==> config.mk <==
export PLATFORM = sky130hd
export DESIGN_NAME = csr_arbiter_flat
export DESIGN_NICKNAME = d
export VERILOG_FILES = /design/src/rtl/csr_arbiter_if.sv /design/src/rtl/csr_arbiter.sv /design/src/flat_wrapper.sv
export SDC_FILE = /design/constraint.sdc
export NUM_CORES = 1
export LEC_CHECK = 0
export ABC_AREA = 1
export CELL_PAD_IN_SITES_DETAIL_PLACEMENT = 1
export CELL_PAD_IN_SITES_GLOBAL_PLACEMENT = 1
export CORE_UTILIZATION = 38
export CTS_CLUSTER_SIZE = 40
export DETAILED_ROUTE_END_ITERATION = 12
export PLACE_DENSITY = 0.95
export SETUP_SLACK_MARGIN = 0.2
export SLEW_MARGIN = 20
export SYNTH_ARGS = -nofsm -noshare
export SYNTH_HDL_FRONTEND = slang
export SYNTH_SLANG_ARGS = --single-unit
==> constraint.sdc <==
create_clock -name clock -period 5.8 [get_ports clock]
set_clock_uncertainty 0.05 [all_clocks]
set_input_delay 0.87 -clock clock [delete_from_list [all_inputs] [get_ports clock]]
set_output_delay 0.87 -clock clock [all_outputs]
set_load 0.01 [all_outputs]
==> src/rtl/csr_arbiter_if.sv <==
// rtl/csr_arbiter_if.sv - request/response and CSR target signal bundle for csr_arbiter
//
// Groups every non-clock signal of csr_arbiter:
//   HOST_req_* / APP_req_*  : request channel per requester (valid/ready/write/address/wdata)
//   HOST_rsp_* / APP_rsp_*  : read response channel per requester (valid/ready/rdata)
//   CSR_*                   : single-ported CSR target access bus
// Modports:
//   slave  : the arbiter's view (accepts requests, drives responses and the CSR bus)
//   master : the requesters' / target's view (drives requests, consumes responses, returns read data)
interface csr_arbiter_if #(
  parameter int DATA_WIDTH    = 32,
  parameter int ADDRESS_WIDTH = 8
);
  logic                     HOST_req_valid;
  logic                     HOST_req_ready;
  logic                     HOST_req_write;
  logic [ADDRESS_WIDTH-1:0] HOST_req_address;
  logic [DATA_WIDTH-1:0]    HOST_req_wdata;
  logic                     HOST_rsp_valid;
  logic                     HOST_rsp_ready;
  logic [DATA_WIDTH-1:0]    HOST_rsp_rdata;

  logic                     APP_req_valid;
  logic                     APP_req_ready;
  logic                     APP_req_write;
  logic [ADDRESS_WIDTH-1:0] APP_req_address;
  logic [DATA_WIDTH-1:0]    APP_req_wdata;
  logic                     APP_rsp_valid;
  logic                     APP_rsp_ready;
  logic [DATA_WIDTH-1:0]    APP_rsp_rdata;

  logic                     CSR_valid;
  logic                     CSR_write_enable;
  logic [ADDRESS_WIDTH-1:0] CSR_address;
  logic [DATA_WIDTH-1:0]    CSR_write_data;
  logic [DATA_WIDTH-1:0]    CSR_read_data;

  modport slave (
    input  HOST_req_valid, HOST_req_write, HOST_req_address, HOST_req_wdata, HOST_rsp_ready,
    output HOST_req_ready, HOST_rsp_valid, HOST_rsp_rdata,
    input  APP_req_valid, APP_req_write, APP_req_address, APP_req_wdata, APP_rsp_ready,
    output APP_req_ready, APP_rsp_valid, APP_rsp_rdata,
    output CSR_valid, CSR_write_enable, CSR_address, CSR_write_data,
    input  CSR_read_data
  );

  modport master (
    output HOST_req_valid, HOST_req_write, HOST_req_address, HOST_req_wdata, HOST_rsp_ready,
    input  HOST_req_ready, HOST_rsp_valid, HOST_rsp_rdata,
    output APP_req_valid, APP_req_write, APP_req_address, APP_req_wdata, APP_rsp_ready,
    input  APP_req_ready, APP_rsp_valid, APP_rsp_rdata,
    input  CSR_valid, CSR_write_enable, CSR_address, CSR_write_data,
    output CSR_read_data
  );
endinterface

==> src/rtl/csr_arbiter.sv <==
// rtl/csr_arbiter.sv - two-requester CSR bus arbiter with read tracking and credit-limited response FIFOs
//
// Ports:
//   clock   : single clock, rising edge
//   reset_n : asynchronous active-low reset
//   bus     : csr_arbiter_if.slave (HOST/APP request + response channels, CSR target bus)
// Optional feature macro:
//   CSR_ARBITER_HOST_PRIORITY_EN : defined -> HOST always wins a conflict; undefined -> round-robin.
module csr_arbiter #(
  parameter int DATA_WIDTH    = 32,
  parameter int ADDRESS_WIDTH = 8,
  parameter int READ_LATENCY  = 1,
  parameter int RSP_DEPTH     = 2
) (
  input  logic         clock,
  input  logic         reset_n,
  csr_arbiter_if.slave bus
);
  localparam int PTR_W  = (RSP_DEPTH > 1) ? $clog2(RSP_DEPTH) : 1;
  localparam int CNT_W  = 5;  // occupancy (<=8) plus in-flight (<=5)
  localparam int STAGES = READ_LATENCY + 1;
  localparam logic [CNT_W-1:0] DEPTH_C = CNT_W'(RSP_DEPTH);

  // Requester index: 0 = HOST, 1 = APP
  logic [1:0]               w_req_valid, w_req_write;
  logic [ADDRESS_WIDTH-1:0] w_req_addr  [2];
  logic [DATA_WIDTH-1:0]    w_req_wdata [2];
  logic [1:0]               w_elig, w_grant, w_push, w_pop;
  logic [CNT_W-1:0]         w_inflight    [2];
  logic [CNT_W-1:0]         w_outstanding [2];
  logic                     w_accept, w_sel;

  // Read tracking pipeline: bit 0 is the read issued this cycle, bit STAGES-1 is the one whose
  // data is on CSR_read_data now.
  logic [STAGES-1:0]        r_pipe_valid, r_pipe_owner;

  logic [DATA_WIDTH-1:0]    r_mem   [2][RSP_DEPTH];
  logic [PTR_W-1:0]         r_wptr  [2];
  logic [PTR_W-1:0]         r_rptr  [2];
  logic [CNT_W-1:0]         r_count [2];

  logic                     r_csr_valid, r_csr_we;
  logic [ADDRESS_WIDTH-1:0] r_csr_addr;
  logic [DATA_WIDTH-1:0]    r_csr_wdata;

  assign w_req_valid    = {bus.APP_req_valid, bus.HOST_req_valid};
  assign w_req_write    = {bus.APP_req_write, bus.HOST_req_write};
  assign w_req_addr[0]  = bus.HOST_req_address;
  assign w_req_addr[1]  = bus.APP_req_address;
  assign w_req_wdata[0] = bus.HOST_req_wdata;
  assign w_req_wdata[1] = bus.APP_req_wdata;

  // Credits: a read may only be accepted while every response it could produce has a FIFO slot.
  always_comb begin
    w_elig = '0;
    for (int r = 0; r < 2; r++) begin
      w_inflight[r] = '0;
      for (int s = 0; s < STAGES; s++) begin
        if (r_pipe_valid[s] && (r_pipe_owner[s] == r[0])) begin
          w_inflight[r] = w_inflight[r] + CNT_W'(1);
        end
      end
      w_outstanding[r] = r_count[r] + w_inflight[r];
      w_elig[r] = w_req_valid[r] && (w_req_write[r] || (w_outstanding[r] < DEPTH_C));
    end
  end

`ifdef CSR_ARBITER_HOST_PRIORITY_EN
  always_comb begin
    w_grant    = '0;
    w_grant[0] = w_elig[0];
    w_grant[1] = w_elig[1] && !w_grant[0];
  end
`else
  logic r_last_grant;  // 0 = HOST, 1 = APP

  always_comb begin
    w_grant    = '0;
    w_grant[0] = w_elig[0] && (!w_elig[1] || r_last_grant);
    w_grant[1] = w_elig[1] && !w_grant[0];
  end

  always_ff @(posedge clock or negedge reset_n) begin
    if (!reset_n) begin
      r_last_grant <= 1'b1;  // HOST wins the first conflict
    end else if (w_accept) begin
      r_last_grant <= w_sel;
    end
  end
`endif

  assign w_accept = |w_grant;
  assign w_sel    = w_grant[1];

  // Ready is combinational; gating with reset_n keeps it low while reset is held.
  assign bus.HOST_req_ready = w_grant[0] & reset_n;
  assign bus.APP_req_ready  = w_grant[1] & reset_n;

  always_ff @(posedge clock or negedge reset_n) begin
    if (!reset_n) begin
      r_csr_valid <= 1'b0;
      r_csr_we    <= 1'b0;
      r_csr_addr  <= '0;
      r_csr_wdata <= '0;
    end else begin
      r_csr_valid <= w_accept;
      if (w_accept) begin
        r_csr_we    <= w_req_write[w_sel];
        r_csr_addr  <= w_req_addr[w_sel];
        r_csr_wdata <= w_req_wdata[w_sel];
      end
    end
  end

  assign bus.CSR_valid        = r_csr_valid;
  assign bus.CSR_write_enable = r_csr_we;
  assign bus.CSR_address      = r_csr_addr;
  assign bus.CSR_write_data   = r_csr_wdata;

  always_ff @(posedge clock or negedge reset_n) begin
    if (!reset_n) begin
      r_pipe_valid <= '0;
      r_pipe_owner <= '0;
    end else begin
      r_pipe_valid <= {r_pipe_valid[STAGES-2:0], w_accept & ~w_req_write[w_sel]};
      r_pipe_owner <= {r_pipe_owner[STAGES-2:0], w_sel};
    end
  end

  assign w_push[0] = r_pipe_valid[STAGES-1] & ~r_pipe_owner[STAGES-1];
  assign w_push[1] = r_pipe_valid[STAGES-1] &  r_pipe_owner[STAGES-1];
  assign w_pop[0]  = (r_count[0] != '0) & bus.HOST_rsp_ready;
  assign w_pop[1]  = (r_count[1] != '0) & bus.APP_rsp_ready;

  function automatic logic [PTR_W-1:0] ptr_next(input logic [PTR_W-1:0] p);
    return (p == PTR_W'(RSP_DEPTH - 1)) ? '0 : p + PTR_W'(1);
  endfunction

  always_ff @(posedge clock or negedge reset_n) begin
    if (!reset_n) begin
      for (int r = 0; r < 2; r++) begin
        r_wptr[r]  <= '0;
        r_rptr[r]  <= '0;
        r_count[r] <= '0;
        for (int e = 0; e < RSP_DEPTH; e++) begin
          r_mem[r][e] <= '0;
        end
      end
    end else begin
      for (int r = 0; r < 2; r++) begin
        if (w_push[r]) begin
          r_mem[r][r_wptr[r]] <= bus.CSR_read_data;
          r_wptr[r]           <= ptr_next(r_wptr[r]);
        end
        if (w_pop[r]) begin
          r_rptr[r] <= ptr_next(r_rptr[r]);
        end
        case ({w_push[r], w_pop[r]})
          2'b10:   r_count[r] <= r_count[r] + CNT_W'(1);
          2'b01:   r_count[r] <= r_count[r] - CNT_W'(1);
          default: r_count[r] <= r_count[r];
        endcase
      end
    end
  end

  assign bus.HOST_rsp_valid = (r_count[0] != '0);
  assign bus.APP_rsp_valid  = (r_count[1] != '0);
  assign bus.HOST_rsp_rdata = r_mem[0][r_rptr[0]];
  assign bus.APP_rsp_rdata  = r_mem[1][r_rptr[1]];

  // Credits make a push into a full FIFO without a simultaneous pop impossible.
  a_host_ovf: assert property (@(posedge clock) disable iff (!reset_n)
    !(w_push[0] && !w_pop[0] && (r_count[0] == DEPTH_C)));
  a_app_ovf: assert property (@(posedge clock) disable iff (!reset_n)
    !(w_push[1] && !w_pop[1] && (r_count[1] == DEPTH_C)));
endmodule

==> src/flat_wrapper.sv <==
// flat-port wrapper written by rule: the top's interface ports become plain ports
module csr_arbiter_flat 
#(
  parameter int DATA_WIDTH    = 32,
  parameter int ADDRESS_WIDTH = 8,
  parameter int READ_LATENCY  = 1,
  parameter int RSP_DEPTH     = 2
)
  (clock, reset_n, bus_HOST_req_valid, bus_HOST_req_write, bus_HOST_req_address, bus_HOST_req_wdata, bus_HOST_rsp_ready, bus_HOST_req_ready, bus_HOST_rsp_valid, bus_HOST_rsp_rdata, bus_APP_req_valid, bus_APP_req_write, bus_APP_req_address, bus_APP_req_wdata, bus_APP_rsp_ready, bus_APP_req_ready, bus_APP_rsp_valid, bus_APP_rsp_rdata, bus_CSR_valid, bus_CSR_write_enable, bus_CSR_address, bus_CSR_write_data, bus_CSR_read_data);
  csr_arbiter_if #(.DATA_WIDTH(DATA_WIDTH), .ADDRESS_WIDTH(ADDRESS_WIDTH)) bus_i ();
  input  logic clock;
  input  logic reset_n;
  input wire logic [$bits(bus_i.HOST_req_valid)-1:0] bus_HOST_req_valid;
  input wire logic [$bits(bus_i.HOST_req_write)-1:0] bus_HOST_req_write;
  input wire logic [$bits(bus_i.HOST_req_address)-1:0] bus_HOST_req_address;
  input wire logic [$bits(bus_i.HOST_req_wdata)-1:0] bus_HOST_req_wdata;
  input wire logic [$bits(bus_i.HOST_rsp_ready)-1:0] bus_HOST_rsp_ready;
  output wire logic [$bits(bus_i.HOST_req_ready)-1:0] bus_HOST_req_ready;
  output wire logic [$bits(bus_i.HOST_rsp_valid)-1:0] bus_HOST_rsp_valid;
  output wire logic [$bits(bus_i.HOST_rsp_rdata)-1:0] bus_HOST_rsp_rdata;
  input wire logic [$bits(bus_i.APP_req_valid)-1:0] bus_APP_req_valid;
  input wire logic [$bits(bus_i.APP_req_write)-1:0] bus_APP_req_write;
  input wire logic [$bits(bus_i.APP_req_address)-1:0] bus_APP_req_address;
  input wire logic [$bits(bus_i.APP_req_wdata)-1:0] bus_APP_req_wdata;
  input wire logic [$bits(bus_i.APP_rsp_ready)-1:0] bus_APP_rsp_ready;
  output wire logic [$bits(bus_i.APP_req_ready)-1:0] bus_APP_req_ready;
  output wire logic [$bits(bus_i.APP_rsp_valid)-1:0] bus_APP_rsp_valid;
  output wire logic [$bits(bus_i.APP_rsp_rdata)-1:0] bus_APP_rsp_rdata;
  output wire logic [$bits(bus_i.CSR_valid)-1:0] bus_CSR_valid;
  output wire logic [$bits(bus_i.CSR_write_enable)-1:0] bus_CSR_write_enable;
  output wire logic [$bits(bus_i.CSR_address)-1:0] bus_CSR_address;
  output wire logic [$bits(bus_i.CSR_write_data)-1:0] bus_CSR_write_data;
  input wire logic [$bits(bus_i.CSR_read_data)-1:0] bus_CSR_read_data;
  assign bus_i.HOST_req_valid = bus_HOST_req_valid;
  assign bus_i.HOST_req_write = bus_HOST_req_write;
  assign bus_i.HOST_req_address = bus_HOST_req_address;
  assign bus_i.HOST_req_wdata = bus_HOST_req_wdata;
  assign bus_i.HOST_rsp_ready = bus_HOST_rsp_ready;
  assign bus_HOST_req_ready = bus_i.HOST_req_ready;
  assign bus_HOST_rsp_valid = bus_i.HOST_rsp_valid;
  assign bus_HOST_rsp_rdata = bus_i.HOST_rsp_rdata;
  assign bus_i.APP_req_valid = bus_APP_req_valid;
  assign bus_i.APP_req_write = bus_APP_req_write;
  assign bus_i.APP_req_address = bus_APP_req_address;
  assign bus_i.APP_req_wdata = bus_APP_req_wdata;
  assign bus_i.APP_rsp_ready = bus_APP_rsp_ready;
  assign bus_APP_req_ready = bus_i.APP_req_ready;
  assign bus_APP_rsp_valid = bus_i.APP_rsp_valid;
  assign bus_APP_rsp_rdata = bus_i.APP_rsp_rdata;
  assign bus_CSR_valid = bus_i.CSR_valid;
  assign bus_CSR_write_enable = bus_i.CSR_write_enable;
  assign bus_CSR_address = bus_i.CSR_address;
  assign bus_CSR_write_data = bus_i.CSR_write_data;
  assign bus_i.CSR_read_data = bus_CSR_read_data;
  csr_arbiter #(.DATA_WIDTH(DATA_WIDTH), .ADDRESS_WIDTH(ADDRESS_WIDTH), .READ_LATENCY(READ_LATENCY), .RSP_DEPTH(RSP_DEPTH)) u_core (.clock(clock), .reset_n(reset_n), .bus(bus_i));
endmodule
==> results of run 1 <==
==> registers in the layout, summed over array words and instances (netlist names) <==
signal                       count
u_core.r_mem                   128
u_core.bus.CSR_write_data       32
u_core.r_wptr                    2
u_core.r_rptr                    2
u_core.bus.CSR_valid             1
u_core.r_last_grant              1
u_core.bus.CSR_address           8
u_core.bus.CSR_write_enable      1
u_core.r_pipe_valid              2
u_core.r_count                  10
u_core.r_pipe_owner              2
==> logic make-up after synthesis <==
family / count (synthesis) / synth area share, %
AO/OA/AOI/OAI: 151 / 8.81
XOR/XNOR: 6 / 0.604
adder cells (fa/ha/maj): 16 / 2.65
buffers and inverters: 134 / 6.76
flip-flops: 189 / 54.4
AND/OR/NAND/NOR: 559 / 26.8
==> where the power goes <==
group / total (W) / leakage, nW / switching, W / internal [W]
sequential: 0.00234 / 2.26 / 0.000409 / 0.00194
clock: 0.00116 / 0.286 / 0.000579 / 0.000586
combinational: 0.00295 / 3.29 / 0.00158 / 0.00138
total: 0.00646 / 5.84 / 0.00256 / 0.00390
==> layout by cell type (no fill, tap or decap), types with 3 or more instances in the layout <==
cell             instances
nand2_1                445
clkdlybuf4s50_1        228
dfrtp_1                188
o21ai_0                138
inv_1                   75
nand3_1                 72
nand3_2                 20
clkbuf_16               17
nor2_1                  13
buf_4                   13
ha_1                    12
a21oi_1                 11
xor2_1                   4
fa_1                     4
inv_8                    3
clkinv_4                 3
inv_6                    3
clkinv_8                 3
==> metrics by stage <==
| stage | setup WS (ns) | instances | area [um2] |
|---|---|---|---|
| after floorplan | 2.65 | 1055 | 8700 |
| after global placement | 1.94 | 1521 | 11100 |
| after detailed placement | 1.86 | 1521 | 11100 |
| after CTS | 1.32 | 1553 | 11700 |
| after global routing | 1.12 | 1553 | 11700 |
| final | 1.34 | 1553 | 11700 |
==> final timing paths <==
path                                        start                           end  slack (ns)  cells past startpoint
max reg2reg                u_core.r_pipe_owner[1]  u_core.bus.CSR_write_data[5]        2.44                     17
min in group asynchronous                 reset_n             u_core.r_mem[105]        0.40                      1
min reg2reg                u_core.r_pipe_owner[0]        u_core.r_pipe_owner[1]        0.38                      0
max                        u_core.r_pipe_owner[1]            bus_HOST_req_ready        1.34                     16
max in group asynchronous                 reset_n               u_core.r_mem[6]        4.01                      2
min                        u_core.r_pipe_owner[0]        u_core.r_pipe_owner[1]        0.38                      0
==> layer usage <==
layer	vias to the layer above	global-route usage [%]	part of all wire [%]
li1	3725	-	-
met1	3929	28.5	41
met2	265	43.7	51
met3	34	6.89	6.9
met4	0	7.89	1.6
met5	-	0	0
==> final cells by class <==
class	count	area, um2
inverters	78	293
flip-flops and latches	189	4730
clock buffers	18	439
repair buffers	242	2390
multi-input cells	732	3390
fillers	2599	10400
clock inverters	14	148
well taps	280	350
==> out/metrics.json, run 1 <==
{
  "dp_hpwl_um": 19200,
  "cts_htree_levels": 4,
  "final_min_period_over_clock_period_pct": 76.8,
  "place_congestion": 0.789,
  "numPortBuffers": 229,
  "synth.top_cells.by_area": "dfrtp_1 (54%), nand2_1 (19%), o21ai_0 (7.9%), nand3_1 (4.1%), inv_1 (3.2%)",
  "post_cts_hold_buffer_count": 0,
  "critPathMaxStageDelay_ns": 0.58,
  "syn-cell-area_mm2": 0.00870,
  "report.power.total_w": 0.00646,
  "start_util_pct": 39.2,
  "synth-edff-count": 0,
  "chip_height_um": 153,
  "drt_iter0_markers": 351,
  "drt_first_pass_iters": 8,
  "timing.critical_path.fanout_max": 25,
  "postCtsSetupBuffers": 0,
  "period_minus_slack_ns": 4.46,
  "floorplan.die.width_um": 153,
  "num_rows": 54,
  "clk_pin_slew_worst_paths_ns": 0.07,
  "post-synth-top-count-cell": "nand2_1",
  "leakagePower_nw": 5.84,
  "synth_area_per_cell_um2": 8.24,
  "worst_ep_arrival_time_ns": 3.54,
  "synthTopCellsByCount": "nand2_1 (447), dfrtp_1 (188), o21ai_0 (138), inv_1 (75), nand3_1 (72)",
  "ys_seq_area_share_pct": 54.4,
  "synth-seq-cells": 189,
  "drt-wirelength-per-cell_um": 17.7,
  "grt-ovfl-total": 0,
  "vias": 7953,
  "ys.flop_type": "dfrtp_1",
  "global_route_wire_length_before_repair_um": 45500,
  "violated_checks": "design-rule violations",
  "slew-limit-headroom_pct": 46.8,
  "floorplan.core_area_mm2": 0.0222,
  "setup.worst_path.class": "reg2out",
  "timing.critical_path.mode_cell": "nand2_1",
  "cts_sinks": 189,
  "setup_violations": 0,
  "netlist.top_cell.by_area": "dfrtp_1",
  "fin_hold_ws_ns": 0.376,
  "post_cts.resized_instances": 0,
  "postRouteWirelength_um": 27500,
  "yosys.cell_types.count": 27,
  "cts_root_buf": "clkbuf_16",
  "vias_per_cell": 5.12,
  "critPathBufInv": 4,
  "antenna_found_initial": 0,
  "largest_vdd_supply_drop_uv": 185,
  "area_of_the_die_mm2": 0.0235,
  "layout-area-overhead-vs-synth_pct": 35.1,
  "detail-route-antenna-nets": 0,
  "outcome": "complete, but fails checks",
  "hold_violations": 0,
  "setup-tns-final_ns": 0,
  "grt_pass1_vias": 8813,
  "critical_path.endpoint_type": "output pin",
  "area_share_of_the_largest_cell_type_after_synthesis_pct": 54.1,
  "core_utilization_of_the_finished_layout_pct": 53.0,
  "hold_path.class": "reg2reg",
  "worst_setup_path_start_kind": "flip-flop",
  "drv_slew": 0,
  "syn-num-nets": 1191,
  "antennaDiodeCount": 0,
  "pin_count_of_the_biggest_net_entering_global_routing": 79,
  "highest_delay_cell_along_the_critical_path": "clkdlybuf4s50_1",
  "numCtsBuffers": 17,
  "cts_tree": "yes",
  "post_route_cells_drive_above_1_share_pct": 6.05,
  "finish.net_count": 1396,
  "critical-path-top-delay-family": "buffers and inverters",
  "io-pin-count": 230,
  "maxCapViolations": 0,
  "critical_path_cell_list": "nand2_1 > inv_1 > ha_1 > nand2_1 > fa_1 > inv_1 > nand2_1 > nand3_1 > nor2_1 > nand3_1 > nand2_1 > nand3_1 > buf_4 > nand2_1 > nor2_1 > clkdlybuf4s50_1",
  "critical_path_required_ns": 4.88,
  "netlist_instances": 1055,
  "global_route.usage.total_pct": 24.6,
  "insertion_delay_ns": 0.44,
  "clockBufferDepth": 2,
  "rsz_0062_raised_after_global_routing": "no",
  "fmax_mhz": 224,
  "power_per_cell_area_mw_per_mm2": 550,
  "drc": 1,
  "async_reset_ff_share_pct": 100,
  "synth-warning-count": 0,
  "tightestPinTransition_ns": 0.798
}
Note: power is estimated with default switching activity, not from simulation.
==> run 2: changes to the inputs <==
CORE_UTILIZATION = 36   (was 38)
PLACE_DENSITY = 0.92   (was 0.95)
clock period = 4.2 ns   (was 5.8 ns; I/O delays follow)
==> out/metrics.json, run 2 (synthesis results as in run 1) <==
{
  "outcome": "completed",
  "critical_path_cell_list": "nand2_1 > inv_1 > ha_1 > nand2_1 > fa_1 > nand3_2 > nor2_2 > nand3_2 > a21boi_2 > nand2_1 > nor2_1 > clkdlybuf4s50_1",
  "registers.top_by_ff_count": "u_core.r_mem",
  "core_utilization_of_the_finished_layout": {"value": 50.2, "unit": "%", "change": "-2.8 points"},
  "layout_commonest_cell": "nand2_1",
  "finish.net_count": {"value": 1396, "change": "unchanged"},
  "placedCellCount": {"value": 1560, "change": "+2.6%"},
  "global_route_wire_length_before_repair": {"value": 43900, "unit": "um", "change": "-3.4%"},
  "global_route.usage.total": {"value": 23.0, "unit": "%", "change": "-1.6 points"},
  "grt-ovfl-total": {"value": 0, "change": "unchanged"},
  "floorplan.core_area": {"value": 0.0236, "unit": "mm2", "change": "+6.5%"},
  "area_of_the_die": {"value": 0.0248, "unit": "mm2", "change": "+5.5%"},
  "final_critical_path_setup_slack": {"value": 0.395, "unit": "ns", "change": "-0.949 ns"},
  "rsz_0062_raised_after_global_routing": "no",
  "io-pin-count": {"value": 230, "change": "unchanged"},
  "start_util": {"value": 36.8, "unit": "%", "change": "-2.4 points"},
  "post_route_cells_drive_above_1_share": {"value": 6.05, "unit": "%", "change": "unchanged"},
  "timing.critical_path.fanout_max": {"value": 4, "change": "-84%"},
  "report.power.total": {"value": 0.00896, "unit": "W", "change": "+39%"},
  "detail-route-antenna-nets": {"value": 0, "change": "unchanged"},
  "place_congestion": {"value": 0.779, "change": "-1.3%"},
  "num_rows": {"value": 56, "change": "+3.7%"},
  "drt_first_pass_iters": {"value": 5, "change": "-3"},
  "met2_length": {"value": 13300, "unit": "um", "change": "-4.6%"},
  "pin_count_of_the_biggest_net_entering_global_routing": {"value": 135, "change": "+71%"},
  "setup.worst_path.class": "reg2out",
  "clk_pin_slew_worst_paths": {"value": 0.08, "unit": "ns", "change": "about the same"},
  "met3WireLength": {"value": 1940, "unit": "um", "change": "+1.6%"},
  "dp_hpwl": {"value": 18900, "unit": "um", "change": "-1.7%"},
  "vias_per_cell": {"value": 5.01, "change": "-2.2%"},
  "layout-area-overhead-vs-synth_pct": 36.2,
  "worst_ep_arrival_time": {"value": 3.13, "unit": "ns", "change": "-0.41 ns"},
  "layout_common_cells": "nand2_1 (445), clkdlybuf4s50_1 (227), dfrtp_1 (188)",
  "hold_violations": {"value": 0, "change": "unchanged"},
  "leakagePower": {"value": 5.87, "unit": "nW", "change": "+0.50%"},
  "postRouteWirelength": {"value": 26700, "unit": "um", "change": "-2.9%"},
  "insertion_delay": {"value": 0.44, "unit": "ns", "change": "about the same"},
  "clockBufferDepth": {"value": 2, "change": "unchanged"},
  "final_min_period_over_clock_period_pct": 90.6,
  "largest_vdd_supply_drop": {"value": 275, "unit": "uV", "change": "+49%"},
  "tightestPinTransition": {"value": 0.753, "unit": "ns", "change": "-0.0456 ns"},
  "drt_iter0_markers": {"value": 405, "change": "+15%"},
  "numCtsBuffers": {"value": 17, "change": "unchanged"},
  "critical-path-top-delay-family": "adder cells",
  "dr.max_layer_used": "met4",
  "critPathBufInv": {"value": 2, "change": "-2"},
  "preCtsSetupSlack": {"value": 0.879, "unit": "ns", "change": "-0.977 ns"},
  "critical_path.endpoint_type": "output pin",
  "hold_path.class": "in2async",
  "slew-limit-headroom": {"value": 49.8, "unit": "%", "change": "+3.0 points"},
  "drt-wirelength-per-cell": {"value": 16.8, "unit": "um", "change": "-5.2%"},
  "critical_path_required": {"value": 3.52, "unit": "ns", "change": "-1.36 ns"},
  "setup_violations": {"value": 0, "change": "unchanged"},
  "period_minus_slack_ns": 3.81,
  "grt_pass1_vias": {"value": 8647, "change": "-1.9%"},
  "post_cts_hold_buffer_count": {"value": 0, "change": "unchanged"},
  "cts_sinks": {"value": 189, "change": "unchanged"},
  "drv_slew": {"value": 0, "change": "unchanged"},
  "chip_height": {"value": 157, "unit": "um", "change": "+2.7%"},
  "cts_tree": "yes",
  "floorplan.die.width": {"value": 157, "unit": "um", "change": "+2.7%"},
  "fmax_mhz": 263,
  "critPathMaxStageDelay": {"value": 0.57, "unit": "ns", "change": "about the same"},
  "highest_delay_cell_along_the_critical_path": "clkdlybuf4s50_1",
  "timing.critical_path.mode_cell": "nand2_1",
  "cts_htree_levels": {"value": 4, "change": "unchanged"},
  "power_per_cell_area": {"value": 756, "unit": "mW/mm2", "change": "+37%"},
  "setup-tns-final": {"value": 0, "unit": "ns", "change": "unchanged"},
  "antenna_found_initial": {"value": 0, "change": "unchanged"},
  "drc": {"value": 0, "change": "-1"},
  "antennaDiodeCount": {"value": 0, "change": "unchanged"},
  "route.layer.met1.wl": {"value": 10900, "unit": "um", "change": "-2.9%"},
  "numPortBuffers": {"value": 229, "change": "unchanged"},
  "vias": {"value": 7974, "change": "+0.26%"},
  "cts_root_buf": "clkbuf_16",
  "largest_register_ff_count": {"value": 128, "change": "unchanged"},
  "maxCapViolations": {"value": 0, "change": "unchanged"},
  "instances_no_fill": {"value": 1592, "change": "+2.5%"},
  "worst_setup_path_start_kind": "flip-flop"
}
==> run 2: final cells by class <==
type	count	area, um2
Multi-Input combinational cell	732	3390
Fill cell	2801	11800
Clock inverter	15	203
Inverter	78	293
Sequential cell	189	4730
Tap cell	319	399
Clock buffer	17	425
Timing Repair Buffer	242	2410
==> run 2: where the power goes <==
part           total [W]  switching, W  internal (W)
Sequential       0.00320      0.000533       0.00267
Clock            0.00169      0.000864      0.000828
Combinational    0.00406       0.00216       0.00190
==> run 2: per-layer routing <==
layer / GRT usage, % / vias up
met2: 40.7 / 259
met5: 0 / -
met1: 26.4 / 3944
met3: 6.55 / 41
met4: 8.18 / 0
li1: - / 3730
==> run 2: worst paths after layout <==
kind | slack [ns] | from | endpoint | cells past startpoint
worst max-delay path | 0.39 | u_core.r_pipe_valid[1] | bus_HOST_req_ready | 12
worst min-delay path | 0.12 | reset_n | u_core.r_mem[100] | 1
worst max register to register | 0.95 | u_core.r_pipe_valid[1] | u_core.bus.CSR_address[1] | 16
worst min register to register | 0.37 | u_core.r_pipe_owner[0] | u_core.r_pipe_owner[1] | 0
max in group asynchronous | 2.84 | reset_n | u_core.r_mem[4] | 2
min in group clock | 0.37 | u_core.r_pipe_owner[0] | u_core.r_pipe_owner[1] | 0
==> run 2: what timing repair did <==
action	4_1_cts	5_1_grt
setup buffers	0	0
resized for setup	0	1
setup endpoints to repair	0	1
==> run 2: per-stage QoR <==
| step | area, um2 | hold WS, ns |
|---|---|---|
| 2_1_floorplan | 8700 | 0.284 |
| 3_3_place_gp | 11200 | 0.330 |
| 3_5_place_dp | 11200 | 0.338 |
| 4_1_cts | 11800 | 0.121 |
| 5_1_grt | 11800 | 0.149 |
| 6_report | 11800 | 0.118 |
